[config.mk]
export PLATFORM = sky130hd
export DESIGN_NAME = pe_mac_sequencer
export DESIGN_NICKNAME = d
export VERILOG_FILES = /design/src/rtl/pe_mac_sequencer.sv
export SDC_FILE = /design/constraint.sdc
export NUM_CORES = 1
export LEC_CHECK = 0
export ABC_AREA = 1
export CAP_MARGIN = 20
export CORE_MARGIN = 1.5
export CORE_UTILIZATION = 43
export DETAILED_ROUTE_END_ITERATION = 10
export GPL_TIMING_DRIVEN = 0
export PLACE_DENSITY = 0.79
export SETUP_SLACK_MARGIN = 0.3
export SYNTH_ARGS = -nofsm -noshare
export SYNTH_HDL_FRONTEND = slang
export SYNTH_SLANG_ARGS = --single-unit
[constraint.sdc]
create_clock -name i_clk -period 2.05 [get_ports i_clk]
set_clock_uncertainty 0.1 [all_clocks]
set_input_delay 0.3075 -clock i_clk [delete_from_list [all_inputs] [get_ports i_clk]]
set_output_delay 0.3075 -clock i_clk [all_outputs]
set_load 0.005 [all_outputs]
[src/rtl/pe_mac_sequencer.sv]
// Sequencer for one multiply-accumulate PE: clears the accumulator, streams vec_len
// operand pairs over valid/ready, waits out the PE latency and returns the captured sum.
module pe_mac_sequencer #(
  parameter int unsigned DATA_WIDTH = 8,
  parameter int unsigned ACC_WIDTH  = 32,
  parameter int unsigned LEN_WIDTH  = 8
) (
  input  logic                  i_clk,
  input  logic                  i_reset,
  input  logic                  i_start,
  input  logic [LEN_WIDTH-1:0]  i_vec_len,
  output logic                  o_busy,
  input  logic                  i_in_valid,
  output logic                  o_in_ready,
  input  logic [DATA_WIDTH-1:0] i_in_a,
  input  logic [DATA_WIDTH-1:0] i_in_b,
  output logic [DATA_WIDTH-1:0] o_pe_a,
  output logic [DATA_WIDTH-1:0] o_pe_b,
  output logic                  o_pe_clear,
  input  logic [ACC_WIDTH-1:0]  i_pe_result,
  output logic                  o_out_valid,
  input  logic                  i_out_ready,
  output logic [ACC_WIDTH-1:0]  o_out_data
);

  typedef enum logic [2:0] {
    ST_IDLE,
    ST_CLEAR,
    ST_RUN,
    ST_DRAIN,
    ST_CAPTURE,
    ST_OUT
  } state_t;

  state_t                r_state;
  logic [LEN_WIDTH-1:0]  r_len_q;
  logic [LEN_WIDTH-1:0]  r_cnt;
  logic                  r_busy;
  logic                  r_in_ready;
  logic                  r_out_valid;
  logic [ACC_WIDTH-1:0]  r_out_data;
  logic [DATA_WIDTH-1:0] r_pe_a;
  logic [DATA_WIDTH-1:0] r_pe_b;

  logic w_xfer;
  logic w_last;

  // r_in_ready is high exactly while in RUN, so it doubles as the RUN qualifier
  assign w_xfer = i_in_valid & r_in_ready;
  assign w_last = (r_cnt == (r_len_q - LEN_WIDTH'(1)));

  // The PE clear must act during reset even if the PE itself has no reset
  assign o_pe_clear  = i_reset | (r_state == ST_CLEAR);
  assign o_busy      = r_busy;
  assign o_in_ready  = r_in_ready;
  assign o_out_valid = r_out_valid;
  assign o_out_data  = r_out_data;
  assign o_pe_a      = r_pe_a;
  assign o_pe_b      = r_pe_b;

  always_ff @(posedge i_clk) begin
    if (i_reset) begin
      r_state     <= ST_IDLE;
      r_len_q     <= '0;
      r_cnt       <= '0;
      r_busy      <= 1'b0;
      r_in_ready  <= 1'b0;
      r_out_valid <= 1'b0;
      r_out_data  <= '0;
      r_pe_a      <= '0;
      r_pe_b      <= '0;
    end else begin
      case (r_state)
        ST_IDLE: begin
          if (i_start) begin
            r_len_q <= i_vec_len;
            r_cnt   <= '0;
            r_busy  <= 1'b1;
            r_state <= ST_CLEAR;
          end
        end
        ST_CLEAR: begin
          r_pe_a <= '0;
          r_pe_b <= '0;
          if (r_len_q == '0) begin
            r_state <= ST_CAPTURE;
          end else begin
            r_in_ready <= 1'b1;
            r_state    <= ST_RUN;
          end
        end
        ST_RUN: begin
          // Zero operands on idle cycles so the PE adds nothing
          if (w_xfer) begin
            r_pe_a <= i_in_a;
            r_pe_b <= i_in_b;
            r_cnt  <= r_cnt + LEN_WIDTH'(1);
            if (w_last) begin
              r_in_ready <= 1'b0;
              r_state    <= ST_DRAIN;
            end
          end else begin
            r_pe_a <= '0;
            r_pe_b <= '0;
          end
        end
        ST_DRAIN: begin
          r_pe_a  <= '0;
          r_pe_b  <= '0;
          r_state <= ST_CAPTURE;
        end
        ST_CAPTURE: begin
          r_out_data  <= i_pe_result;
          r_out_valid <= 1'b1;
          r_state     <= ST_OUT;
        end
        ST_OUT: begin
          if (i_out_ready) begin
            r_out_valid <= 1'b0;
            r_busy      <= 1'b0;
            r_state     <= ST_IDLE;
          end
        end
        default: begin
          r_state     <= ST_IDLE;
          r_busy      <= 1'b0;
          r_in_ready  <= 1'b0;
          r_out_valid <= 1'b0;
          r_pe_a      <= '0;
          r_pe_b      <= '0;
        end
      endcase
    end
  end

endmodule

Yosys cells after proc, flatten, opt, wreduce, memory -nomap -nowiden
Cells that the tools add are included.

ROM bits: 0. Memory bits (writable): 0. Memories kept: 0. Output and inout port bits: 52. Bits in latches: 0. Flip-flop bits (word level): 70.

Multiply operators: 0. Order comparisons: 0. Muxes and demuxes: 21. Divide/modulo/power cells: 0. $add $sub $neg: 2. Bitwise gates (word level): 5. Reductions and logical operators: 13. Equal/unequal tests: 11. Shifts and indexed selects: 0.

Operators with widths (count): one-hot mux 8 bit (2 select lines) (3); 2-to-1 mux 8 bit (4); one-hot mux 3 bit (6 select lines) (1); 2-to-1 mux 3 bit (5); OR reduction 4 bit (3); != test 2 bit (second input constant) (5); one-hot mux 1 bit (3 select lines) (3); adder 8 x 1 -> 8 bit (second input constant) (1); equality test 8 bit (1); zero test 8 bit (1); AND reduction 4 bit (2); subtractor 8 x 1 -> 8 bit (second input constant) (1); equality test 3 x 2 -> 1 bit (second input constant) (2); equality test 3 bit (second input constant) (2); AND reduction 3 bit (2); 2-to-1 mux 1 bit (5); AND reduction 2 bit (2); equality test 3 x 1 -> 1 bit (second input constant) (1); zero test 3 bit (1); NOT 1 bit (3); OR reduction 3 bit (1); nonzero test 2 bit (1); AND 1 bit (1); bitwise OR 1 bit (1).

Logic depth before layout (Yosys ltp)
Word-level depth: 5. Mapped depth: 14. Depth with buffers taken out: 14.

Least setup slack after synthesis
OpenSTA, ideal clock, no wires.

Path kind: reg-to-reg. Start: reg r_len_q[0]. End: reg r_in_ready (netlist: o_in_ready). Path slack: 0.491 ns. Path buffers: 0. Clock period less this slack: 1.559 ns. Library setup time: 0.115 ns. Cell stages (with the launch flop): 15. Arrival: 1.344 ns. Cells stage by stage: dfxtp_1 inv_1 ha_1 inv_1 nand2_1 nand2_1 nand2_1 nand2_1 nand2_1 nor2_1 nand3_1 nand2_1 nand3_1 nand2_1 nor2_1.

Cells in the longest elaborated chain, start to end: 4.

RTL lines: start, declared (line 36) `logic [LEN_WIDTH-1:0] r_len_q;`; start signal, assigned (line 76) `r_len_q <= i_vec_len;`; subtractor 8 x 1 -> 8 bit (line 50) `assign w_last = (r_cnt == (r_len_q - LEN_WIDTH'(1)));`; equality test 8 bit (line 50); != test 2 bit (no line); AND reduction 4 bit (no line) *; end signal, assigned (line 67) `r_in_ready <= 1'b0;`; end signal, assigned (line 88) `r_in_ready <= 1'b1;`; end signal, assigned (line 99) `r_in_ready <= 1'b0;`; end, declared (line 39) `logic r_in_ready;`.

Every way passes the cells marked *; elsewhere a longest branch is shown, timed or not. A chain may end at the register's enable or synchronous reset.

Final worst setup path
Start: reg r_len_q[1]. End: reg r_in_ready (netlist: o_in_ready).

The elaborated chain is that of the path after synthesis.

==> impl_metrics.csv <==
group,metric,value,unit
layout,antennaDiodeCount,0,
power,power.density,1110,nW/um2
layout,layout.nets,590,
drt,drc,3,
status,violations,"design-rule violations",
placement,dp_slack,-0.00868,ns
power,p_int,3.22,mW
power,pwr-share-comb,40.2,%
placement,placed_cell_area,4100,um2
logic_synthesis,synth_edf_count,0,
clock_tree,cts_tree,"built",
floorplan,core_area,6420,um2
placement,dp_hpwl,5580,um
grt,antenna_found_initial,0,
setup_path,critPathLaunchType,"register",
clock_tree,cts_root_buf,"clkbuf_8",
sta,hold_viol,0,
drt,wl_per_cell,13.3,um
floorplan,fp.dieH,85.0,um
logic_synthesis,ys_top_cells_by_area,"dfxtp_1, nor2_1, nand2_1, o21ai_0, a21oi_1",
logic_synthesis,synth_ff_type,"dfxtp_1",
clock_tree,cts_inserted_buffers,9,
drt,postRouteWirelength,8070,um
power,p_leak,1.81,nW
grt,grt_max_degree,13,
logic_synthesis,synth_nets,460,
sta,fin_setup_tns,0,ns
sta,rsz0062_at_grt,"yes",
layout,drive_gt1_share,11.5,%
grt,grt_pass1_vias,2788,
clock_tree,cts_buffer_depth,2,
drt,first_pass_iters,7,
logic_synthesis,syn_inst,396,
logic_synthesis,syn_area_per_cell,7.30,um2
placement,place_congestion,0.836,
power,p_seq_share,36.8,%
status,status,"finished, violations left",
logic_synthesis,yosysSeqAreaShare,48.4,%
setup_path,cp.required,2.19,ns
layout,area_growth,55.3,%
sta,setup_viol,0,
power,clockPowerShare,23.0,%
layout,stdcell_area,4490,um2
drt,avgViaCountPerCell,4.91,
power,swShare,35.7,%
clock_tree,htreeDepth,3,
logic_synthesis,netlist_area,2890,um2
setup_path,end_kind,"register",
logic_synthesis,synth_top_cell_by_area,"dfxtp_1",
layout,final_cells,608,
grt,grt_pass1_wl,12700,um
power,p_sw,1.79,mW
grt,grt_util_all_layers,22.0,%
clock_tree,cts.clk_slew.worst_paths,0.08,ns
clock_tree,numClockSinks,70,
placement,io_buffers,111,
drt,vias,2985,
run,maxCapViolCount,0,
clock_tree,clock_latency,0.34,ns
floorplan,fp-row-count,29,
setup_path,critPathArrivalTime,1.87,ns
sta,maxSlewViolCount,0,
setup_path,worst-setup-path-type,"reg2reg",
power,max-vdd-ir-drop,0.740,mV
sta,fmax,0.578,GHz
sta,setup_slack,0.320,ns
logic_synthesis,synth.ff_latch_count,70,
grt,grt.overflow.total,0,
layout,final_util,69.9,%
sta,min_period_over_period,84.4,%
sta,slew-limit-headroom,62.3,%
drt,ant_nets,0,
logic_synthesis,async_flop_share,0,%
logic_synthesis,synth_warnings,0,
floorplan,die_w,85.0,um
drt,dr.first_iter.drc_count,201,
logic_synthesis,ys_types,25,
setup_path,worst-path-max-fanout,4,
floorplan,io_pins,113,
sta,min_period,1.73,ns
floorplan,die_area,7230,um2
min_path,hold_path_class,"in2reg",
sta,tightest_slew,0.566,ns
placement,dp.cells,584,
floorplan,start_util,45.0,%
logic_synthesis,synth_top_cell_area_share,48.4,%
## synth_stat cells (2+ instances only)
master	instances
inv_1	26
nor3_1	2
buf_2	4
o21ai_0	43
xnor2_1	4
xor2_1	4
a21oi_1	37
nor2_1	82
nor2_2	2
nand3_1	15
clkbuf_1	13
ha_1	3
nor3b_1	3
clkinv_1	2
dfxtp_1	70
nand2_1	77
## flip-flops by register name, summed over array words and instances (netlist names)
register,count
o_out_data,32
o_pe_a,8
o_pe_b,8
r_cnt,8
r_len_q,8
r_state,3
o_busy,1
o_in_ready,1
o_out_valid,1
## cell type report
| cell class | instances | area [um2] |
|---|---|---|
| repair buffers | 119 | 1180 |
| clock buffers | 12 | 155 |
| flip-flops and latches | 70 | 1410 |
| fillers | 515 | 1930 |
| inverters | 28 | 110 |
| well taps | 77 | 96.3 |
| clock inverters | 4 | 55.1 |
| plain buffers | 17 | 73.8 |
| multi-input cells | 281 | 1410 |
## worst paths after layout
path,from,to,slack [ns],depth (start not counted)
max,r_len_q[1],o_in_ready,0.32,14
max reg2reg,r_len_q[1],o_in_ready,0.32,14
min reg2reg,o_pe_b[4],o_pe_b[4],0.37,2
min,i_reset,o_pe_a[4],0.20,2
## cells in the final DEF (no fill, tap or decap), drive strengths merged, types with 2 or more instances in the layout
cell type,n
ha,3
clkdlybuf4s50,110
inv,26
a21oi,37
clkbuf,26
nand3,16
xnor2,4
xor2,4
clkinvlp,2
nor3b,3
clkinv,3
nor3,3
dfxtp,70
nand2,78
buf,12
nor2,84
o21ai,44
## power by group through the flow
stage,Sequential (mW),Clock [mW],Combinational (mW)
6_report,1.84,1.15,2.01
5_1_grt,1.88,1.23,2.24
4_1_cts,1.80,1.17,1.78
3_5_place_dp,1.81,0,1.73
3_3_place_gp,1.81,0,1.69
2_1_floorplan,1.81,0,0.983
## cells by family after synthesis
logic type / count (synthesis) / share of synthesized area, %
compound gates: 83 / 14.9
buf+inv: 45 / 6.01
flops: 70 / 48.4
xor+xnor: 8 / 2.42
fa+ha+maj: 3 / 1.30
simple gates: 187 / 26.9
## critical path: stages, from the launching register on
cell     delay, ns
dfxtp_2       0.34
inv_1         0.09
ha_4          0.18
inv_1         0.05
nand2_1       0.06
nand2_1       0.08
nand2_1       0.06
nand2_1       0.08
nand2_1       0.06
nor2_1        0.10
nand3_1       0.11
nand2_2       0.12
nand3_1       0.08
nand2_1       0.08
nor2_1        0.04
## metal layers
layer  wire length, um  up-vias  track usage, %  part of all wire, %
li1                  -     1530               -                    -
met4                79        0            8.05                 0.98
met5                 0        -               0                    0
met2              4020       90            36.6                   50
met1              3290     1359            25.4                   41
met3               676        6            9.14                  8.4
## metrics by stage
| step | total power, mW | hold WS, ns |
|---|---|---|
| 2_1_floorplan | 2.80 | 0.342 |
| 3_5_place_dp | 3.55 | 0.358 |
| 4_1_cts | 4.76 | 0.191 |
| 6_report | 5.00 | 0.196 |
| 3_3_place_gp | 3.50 | 0.352 |
| 5_1_grt | 5.35 | 0.216 |
## timing repair
item,in CTS,in global routing
buffers inserted,1,7
endpoints found under the hold margin,0,0
hold buffers,0,0
pin swaps,0,7
setup endpoints to repair,39,48
gates resized for setup,7,35
No activity file was read; power rests on OpenSTA's default activity.
